==> src/rtl/reg_file_pkg.sv <==
// Shared types and defaults for the multi-read-port register file.
// State enum, default geometry and the packed read-port slice helper.
package reg_file_pkg;

   typedef enum logic {
      ST_INIT  = 1'b0,
      ST_READY = 1'b1
   } state_t;

   localparam int unsigned DEF_DATA_W = 32;
   localparam int unsigned DEF_ADDR_W = 5;
   localparam int unsigned DEF_NUM_RD = 2;

   // LSB position of port `port` in a packed bus of `width`-bit fields.
   function automatic int unsigned port_lsb(input int unsigned port,
                                            input int unsigned width);
      return port * width;
   endfunction

endpackage

==> src/rtl/reg_file_init_ctrl.sv <==
// Init/clear sequencer: walks every address once, writing zero, then
// hands the array over to the user write port.
module reg_file_init_ctrl
   import reg_file_pkg::*;
#(
   parameter int unsigned ADDR_W = DEF_ADDR_W
) (
   input  logic              clk,
   input  logic              rst,
   input  logic              clr,
   output logic              busy,
   output logic              sweep_we,
   output logic [ADDR_W-1:0] sweep_addr
);

   state_t            state, state_nxt;
   logic [ADDR_W-1:0] cnt, cnt_nxt;

   always_ff @(posedge clk or negedge rst) begin
      if (!rst) begin
         state <= ST_INIT;
         cnt   <= '0;
      end else begin
         state <= state_nxt;
         cnt   <= cnt_nxt;
      end
   end

   always_comb begin
      state_nxt = state;
      cnt_nxt   = cnt;
      unique case (state)
         ST_INIT: begin
            // clr is deliberately not sampled here: a running sweep is never restarted
            cnt_nxt = cnt + 1'b1;
            if (cnt == '1) begin
               state_nxt = ST_READY;
               cnt_nxt   = '0;
            end
         end
         ST_READY: begin
            if (clr) begin
               state_nxt = ST_INIT;
               cnt_nxt   = '0;
            end
         end
         default: begin
            state_nxt = ST_INIT;
            cnt_nxt   = '0;
         end
      endcase
   end

   always_comb begin
      busy       = (state == ST_INIT);
      sweep_we   = (state == ST_INIT);
      sweep_addr = cnt;
   end

endmodule

==> src/rtl/reg_file_mp.sv <==
// Register file with NUM_RD combinational read ports, one write port and a
// hardware clear sweep. Define REG_FILE_BYPASS_EN for same-cycle write forwarding.
module reg_file_mp
   import reg_file_pkg::*;
#(
   parameter int unsigned DATA_W   = DEF_DATA_W,
   parameter int unsigned ADDR_W   = DEF_ADDR_W,
   parameter int unsigned NUM_RD   = DEF_NUM_RD,
   parameter int unsigned ZERO_REG = 1
) (
   input  logic                     clk,
   input  logic                     rst,
   input  logic [NUM_RD*ADDR_W-1:0] rd_addr,
   output logic [NUM_RD*DATA_W-1:0] rd_data,
   input  logic                     wr_en,
   input  logic [ADDR_W-1:0]        wr_addr,
   input  logic [DATA_W-1:0]        wr_data,
   input  logic                     clr,
   output logic                     busy
);

   localparam int unsigned DEPTH = 1 << ADDR_W;

   logic [DATA_W-1:0] mem [DEPTH];

   logic              sweep_we;
   logic [ADDR_W-1:0] sweep_addr;
   logic              wr_to_zero;
   logic              user_we;
   logic              arr_we;
   logic [ADDR_W-1:0] arr_addr;
   logic [DATA_W-1:0] arr_data;

   reg_file_init_ctrl #(
      .ADDR_W (ADDR_W)
   ) u_init_ctrl (
      .clk        (clk),
      .rst        (rst),
      .clr        (clr),
      .busy       (busy),
      .sweep_we   (sweep_we),
      .sweep_addr (sweep_addr)
   );

   // A write coinciding with clr is dropped, as is any write while sweeping.
   always_comb begin
      wr_to_zero = (ZERO_REG != 0) && (wr_addr == '0);
      user_we    = wr_en && !busy && !clr && !wr_to_zero;
      arr_we     = sweep_we || user_we;
      arr_addr   = sweep_we ? sweep_addr : wr_addr;
      arr_data   = sweep_we ? '0 : wr_data;
   end

   // No reset on the array; the sweep zeroes it instead.
   always_ff @(posedge clk) begin
      if (arr_we) begin
         mem[arr_addr] <= arr_data;
      end
   end

   logic [ADDR_W-1:0] port_addr;
   logic [DATA_W-1:0] port_val;

   always_comb begin
      rd_data   = '0;
      port_addr = '0;
      port_val  = '0;
      for (int unsigned i = 0; i < NUM_RD; i++) begin
         port_addr = rd_addr[port_lsb(i, ADDR_W) +: ADDR_W];
         port_val  = mem[port_addr];
`ifdef REG_FILE_BYPASS_EN
         if (user_we && (wr_addr == port_addr)) begin
            port_val = wr_data;
         end
`endif
         if ((ZERO_REG != 0) && (port_addr == '0)) begin
            port_val = '0;
         end
         if (busy) begin
            port_val = '0;
         end
         rd_data[port_lsb(i, DATA_W) +: DATA_W] = port_val;
      end
   end

endmodule
==> config.mk <==
export PLATFORM = sky130hd
export DESIGN_NAME = reg_file_mp
export DESIGN_NICKNAME = d
export VERILOG_FILES = /design/src/rtl/reg_file_pkg.sv /design/src/rtl/reg_file_init_ctrl.sv /design/src/rtl/reg_file_mp.sv
export SDC_FILE = /design/constraint.sdc
export NUM_CORES = 1
export LEC_CHECK = 0
export CORE_AREA = 2 2 346 348
export DETAILED_ROUTE_END_ITERATION = 16
export DIE_AREA = 0 0 348 350
export SLEW_MARGIN = 10
export SYNTH_ARGS = -nofsm -noshare
export SYNTH_HDL_FRONTEND = slang
export SYNTH_SLANG_ARGS = --single-unit
==> constraint.sdc <==
create_clock -name clk -period 4.18 [get_ports clk]
set_input_delay 0.627 -clock clk [delete_from_list [all_inputs] [get_ports clk]]
set_output_delay 0.627 -clock clk [all_outputs]
set_load 0.02 [all_outputs]
# Yosys cells after proc, flatten, opt, wreduce, memory -nomap -nowiden
# Memories as Yosys holds them, arrays and structs flattened.
# Cells that the tools add are included.
[classes] addsub=1 eq_ne=2 n_mux=14 bitwise=1 reduce_logical=9
[ops] cell="$mux W32" n=5
[ops] cell="$logic_not A5 Y1" n=3
[ops] cell="$mux W5" n=3
[ops] cell="$pmux W5 S2" n=1
[ops] cell="$add A5 B1 Y5 const B" n=1
[ops] cell="$eq A5 B5 Y1 const B" n=1
[ops] cell="$mux W1" n=4
[ops] cell="$logic_and A1 B1 Y1" n=3
[ops] cell="$logic_not A1 Y1" n=2
[ops] cell="$ne A2 B2 Y1 const B" n=1
[ops] cell="$pmux W1 S2" n=1
[ops] cell="$logic_or A1 B1 Y1" n=1
[ops] cell="$not A1 Y1" n=1
[word_totals] reg_bits=6 ramBits=1024 out_inout_bits=65 mem_count=1
[memory_table] memory="mem" depth=32 width=32 read_ports=2 rd_clocked_by_memory_dff=0 wr=1 line_no="reg_file_mp.sv:24" rtl="logic [DATA_W-1:0] mem [DEPTH];"

# Longest topological paths before layout
[depth] depth_word=6 ltp_mapped=7 depth_no_buf=5

# By module
# From an unflattened synthesis, not the netlist that was laid out.
[unflattened] hier_cells=2289 area_unflattened_um2=47989.8
[modules_own_cells] module="reg_file_mp" n_inst=1 cells_per_inst=2263 area_each_um2=47690.7
[modules_own_cells] module="reg_file_init_ctrl" n_inst=1 cells_per_inst=26 area_each_um2=299.0

# Least setup slack after synthesis
# OpenSTA, ideal clock, no wires.
[synth_path] path_type="in2reg" start="input clr" end="memory mem[26][0] (netlist bit) (enable)" setup_ns=0.421 arrival_time_ns=2.613 path_slack_ns=1.146 path_stages=4 cell_sequence="nor2b_1 > and3b_1 > a32oi_1 > nor2_1"
[synth_via] elab_chain_cells=6
[synth_rtl] element="start, declared" line_no="reg_file_mp.sv:18" rtl="input logic clr,"
[synth_rtl] element="$logic_not A1 Y1" line_no="reg_file_mp.sv:48" rtl="user_we = wr_en && !busy && !clr && !wr_to_zero;"
[synth_rtl] element="$logic_and A1 B1 Y1 (2 in series)" line_no="reg_file_mp.sv:48"
[synth_rtl] element="$logic_or A1 B1 Y1" line_no="reg_file_mp.sv:49" rtl="arr_we = sweep_we || user_we;"
[synth_rtl] element="$mux W1" line_no="reg_file_mp.sv:56" rtl="if (arr_we) begin"
[synth_rtl] element="$mux W1 (implied by the code)" line_no="reg_file_mp.sv:57" rtl="mem[arr_addr] <= arr_data;"
[synth_rtl] element="end, declared" line_no="reg_file_mp.sv:24"
# No other way between the ends.

# Worst setup path in the final report
[layout_path] start="input rd_addr[3]" end="output rd_data[20]"
[layout_via] elab_chain_cells=3 word_cells_on_any_way=4
[layout_rtl] element="start, declared" line_no="reg_file_mp.sv:13" rtl="input logic [NUM_RD*ADDR_W-1:0] rd_addr,"
[layout_rtl] element="$mem_v2 Z32 W32 / $logic_not A5 Y1 (equally long branches)"
[layout_rtl] element="$mux W32 *" line_no="reg_file_mp.sv:76" rtl="if ((ZERO_REG != 0) && (port_addr == '0)) begin"
[layout_rtl] element="$mux W32 *" line_no="reg_file_mp.sv:79" rtl="if (busy) begin"
[layout_rtl] element="end, declared" line_no="reg_file_mp.sv:14" rtl="output logic [NUM_RD*DATA_W-1:0] rd_data,"
# Every way passes the cells marked *; elsewhere a longest branch is shown, timed or not.

==> flow_metrics.tcl <==
set metrics [dict create \
    synth_top_area_frac 0.634 \
    min_period_ps 4040 \
    final_util 0.466 \
    finClkSkew_ps 23.0 \
    setup_tns_ps 0 \
    place_congestion 0.878 \
    max_stage_delay_ps 690 \
    die_w_um 348 \
    yosys-top-cells-count "992 x edfxtp_1, 577 x mux2i_1, 192 x a22oi_1, 192 x mux4_2, 192 x o22ai_1" \
    root_buffer "clkbuf_16" \
    synth_nets 2904 \
    antenna_found_initial 6 \
    sequentialPowerShare 0.481 \
    gr-total-overflow 0 \
    grtUsageTotal 0.251 \
    synth.most_common_cell "edfxtp_1" \
    crit_arrival_ps 3410 \
    vias 30100 \
    end_kind "output port" \
    post-cts-setup-buffer-count 0 \
    avgSynthCellArea_um2 16.5 \
    clock_latency_ps 700 \
    initial_core_util 0.399 \
    hpwl_um 97800 \
    clockBufferDepth 3 \
    first_iter_violations 3378 \
    synth_cells 2851 \
    drt-total-wl_um 155000 \
    critPathLaunchType "input pin" \
    crit_type "in -> out" \
    numCtsBuffers 103 \
    cts_tree "done" \
    synth_area_leaders "edfxtp_1 63%, mux2i_1 12%, mux4_2 9.2%" \
    path_cells "clkdlybuf4s50_1 -> buf_4 -> nor2b_4 -> buf_4 -> a22oi_1 -> a22oi_1 -> nand4_1 -> clkdlybuf4s50_1" \
    cts_hold_buffers 0 \
    grt_pass1_vias 30900 \
    drc_errors 0 \
    synth_area_mm2 0.0470 \
    ant_nets 0 \
    p_comb_frac 0.164 \
    synthArstFlopShare 0.00601 \
    syn2layout_area_growth_pct 16.7 \
    hp-class "in -> async" \
    yosys.area.top_type "edfxtp_1" \
    drive_above_1_share 0.231 \
    rows 126 \
    drv_cap 0 \
    netSwitchingFraction 0.275 \
    reg2regPathDepth 6 \
    grt_pass1_wl_um 220000 \
    final-hold-violation-count 0 \
    ios 116 \
    drv_slew 0 \
    intPower_uw 19600 \
    crit_path_top_delay_cell "clkdlybuf4s50_1" \
    ys.flop_type "edfxtp_1" \
    ys_seq_area_frac 0.637 \
    nets 3109 \
    cts.sinks 998 \
    first_pass_iters 6 \
    cp_max_fo 14 \
    vdd_drop_max_uv 396 \
    synth_edf_count 992 \
    power_switching_uw 7430 \
    rsz0062_at_grt "no" \
    synth_cell_types 45 \
    fmax_mhz 247 \
    core_mm2 0.118 \
    relSlewSlack 0.195 \
    tightest_slew_ps 1210 \
    crit_required_ps 3550 \
    leakagePower_uw 0.0191 \
    h-tree-depth 3 \
    grt_max_degree 62 \
    wl_per_cell_um 33.1 \
    die_h_um 350 \
    portBuffers 115 \
    n_fill_cell 9903 \
    clk_pin_slew_ps 60 \
    die_area_mm2 0.122 \
    yosysWarnings 0 \
    yosys_register_bits 998 \
    clkPwrFrac 0.355 \
    fin_crit_sh 0.967 \
    vias_per_cell 6.44 \
    cellPowerDensity_mw_per_mm2 493 \
    finalSetupViolations 0 \
    status "completed" \
]
[cells by family after synthesis]
family,after synthesis,synth area share
AOI/OAI and AO/OA,526,0.0855
xor gates and xnor gates,2,0.000373
adders and majority gates,2,0.000532
buffers and inverters,240,0.0287
DFF,998,0.637
muxes,770,0.215
and+or+nand+nor,313,0.0326
[worst paths after layout]
check                                                       from  slack (ps)                               endpoint
max                                                   rd_addr[3]         140                            rd_data[20]
min reg2reg                u_init_ctrl.sweep_addr[0]$_DFFE_PN0P_         550  u_init_ctrl.sweep_addr[0]$_DFFE_PN0P_
max in group asynchronous                                    rst        3740            u_init_ctrl.state$_DFF_PN0_
min                                                          rst         190  u_init_ctrl.sweep_addr[1]$_DFFE_PN0P_
max reg2reg                          u_init_ctrl.state$_DFF_PN0_         880                  mem[11][30]$_DFFE_PP_
min in group clk           u_init_ctrl.sweep_addr[0]$_DFFE_PN0P_         550  u_init_ctrl.sweep_addr[0]$_DFFE_PN0P_
[cell type report]
type / count / area [µm²] / share of cell area
clock buffer: 117 / 2650 / 0.0483
sequential: 998 / 29900 / 0.546
inverter: 7 / 26.3 / 0.000479
timing repair buffer: 333 / 3420 / 0.0624
antenna: 2 / 5.00 / 0.0000912
multi-input combinational: 1613 / 16000 / 0.292
tap: 1536 / 1920 / 0.0350
clock inverter: 76 / 860 / 0.0157
[cells in the final DEF (no fill, tap or decap), types with 17 or more instances in the layout]
| cell | count |
|---|---|
| a22oi_1 | 192 |
| nand4_1 | 64 |
| mux2i_1 | 577 |
| a221oi_2 | 60 |
| o21ai_0 | 46 |
| edfxtp_1 | 992 |
| clkdlybuf4s50_1 | 83 |
| o22ai_1 | 192 |
| clkinv_1 | 21 |
| bufinv_16 | 17 |
| nand2_1 | 141 |
| mux4_2 | 192 |
| and2_1 | 30 |
| o21ai_1 | 19 |
| buf_12 | 53 |
| buf_4 | 192 |
| nor2_4 | 36 |
| clkbuf_16 | 104 |
| clkinv_2 | 24 |
[per-layer routing]
metal,vias up,track usage,share of wire
met5,-,0,0
met3,361,0.0483,0.091
met4,0,0.112,0.046
met2,1682,0.405,0.47
met1,15800,0.331,0.39
li1,12300,-,-
[through the flow]
stage / hold slack (ps) / setup WS (ps) / instances / instance area, µm² / power [µW]
after floorplan: 331 / 1150 / 2851 / 47000 / 15500
after global placement: 527 / 241 / 4486 / 51300 / 17400
after detailed placement: 542 / 202 / 4486 / 51300 / 17600
after CTS: 163 / 23.1 / 4679 / 54800 / 27100
after global routing: 205 / 29.1 / 4681 / 54900 / 27800
final: 191 / 138 / 4682 / 54900 / 27000
[power groups by stage]
| stage | Clock [µW] | Combinational (µW) | Sequential (µW) |
|---|---|---|---|
| final | 9590 | 4430 | 13000 |
| after CTS | 9670 | 4390 | 13000 |
| after detailed placement | 0 | 4380 | 13200 |
| after global placement | 0 | 4300 | 13100 |
| after floorplan | 0 | 2420 | 13000 |
| after global routing | 10100 | 4610 | 13100 |
[timing repair]
action | 4_1_cts | 5_1_grt
hold endpoints to repair | 0 | 0
resized for setup | 0 | 1
endpoints found under the setup margin | 0 | 1
[state kept, by name, indices dropped and copies added, names as in the netlist]
| signal | cells |
|---|---|
| u_init_ctrl.state | 1 |
| mem | 992 |
| u_init_ctrl.sweep_addr | 5 |
[critical path, delay by kind of cell]
kind / cells / cell delay [ps]
AO/OA/AOI/OAI: 2 / 550
buffers and inverters: 4 / 1820
AND/OR/NAND/NOR: 2 / 410
Note: power is estimated with default switching activity, not from simulation.
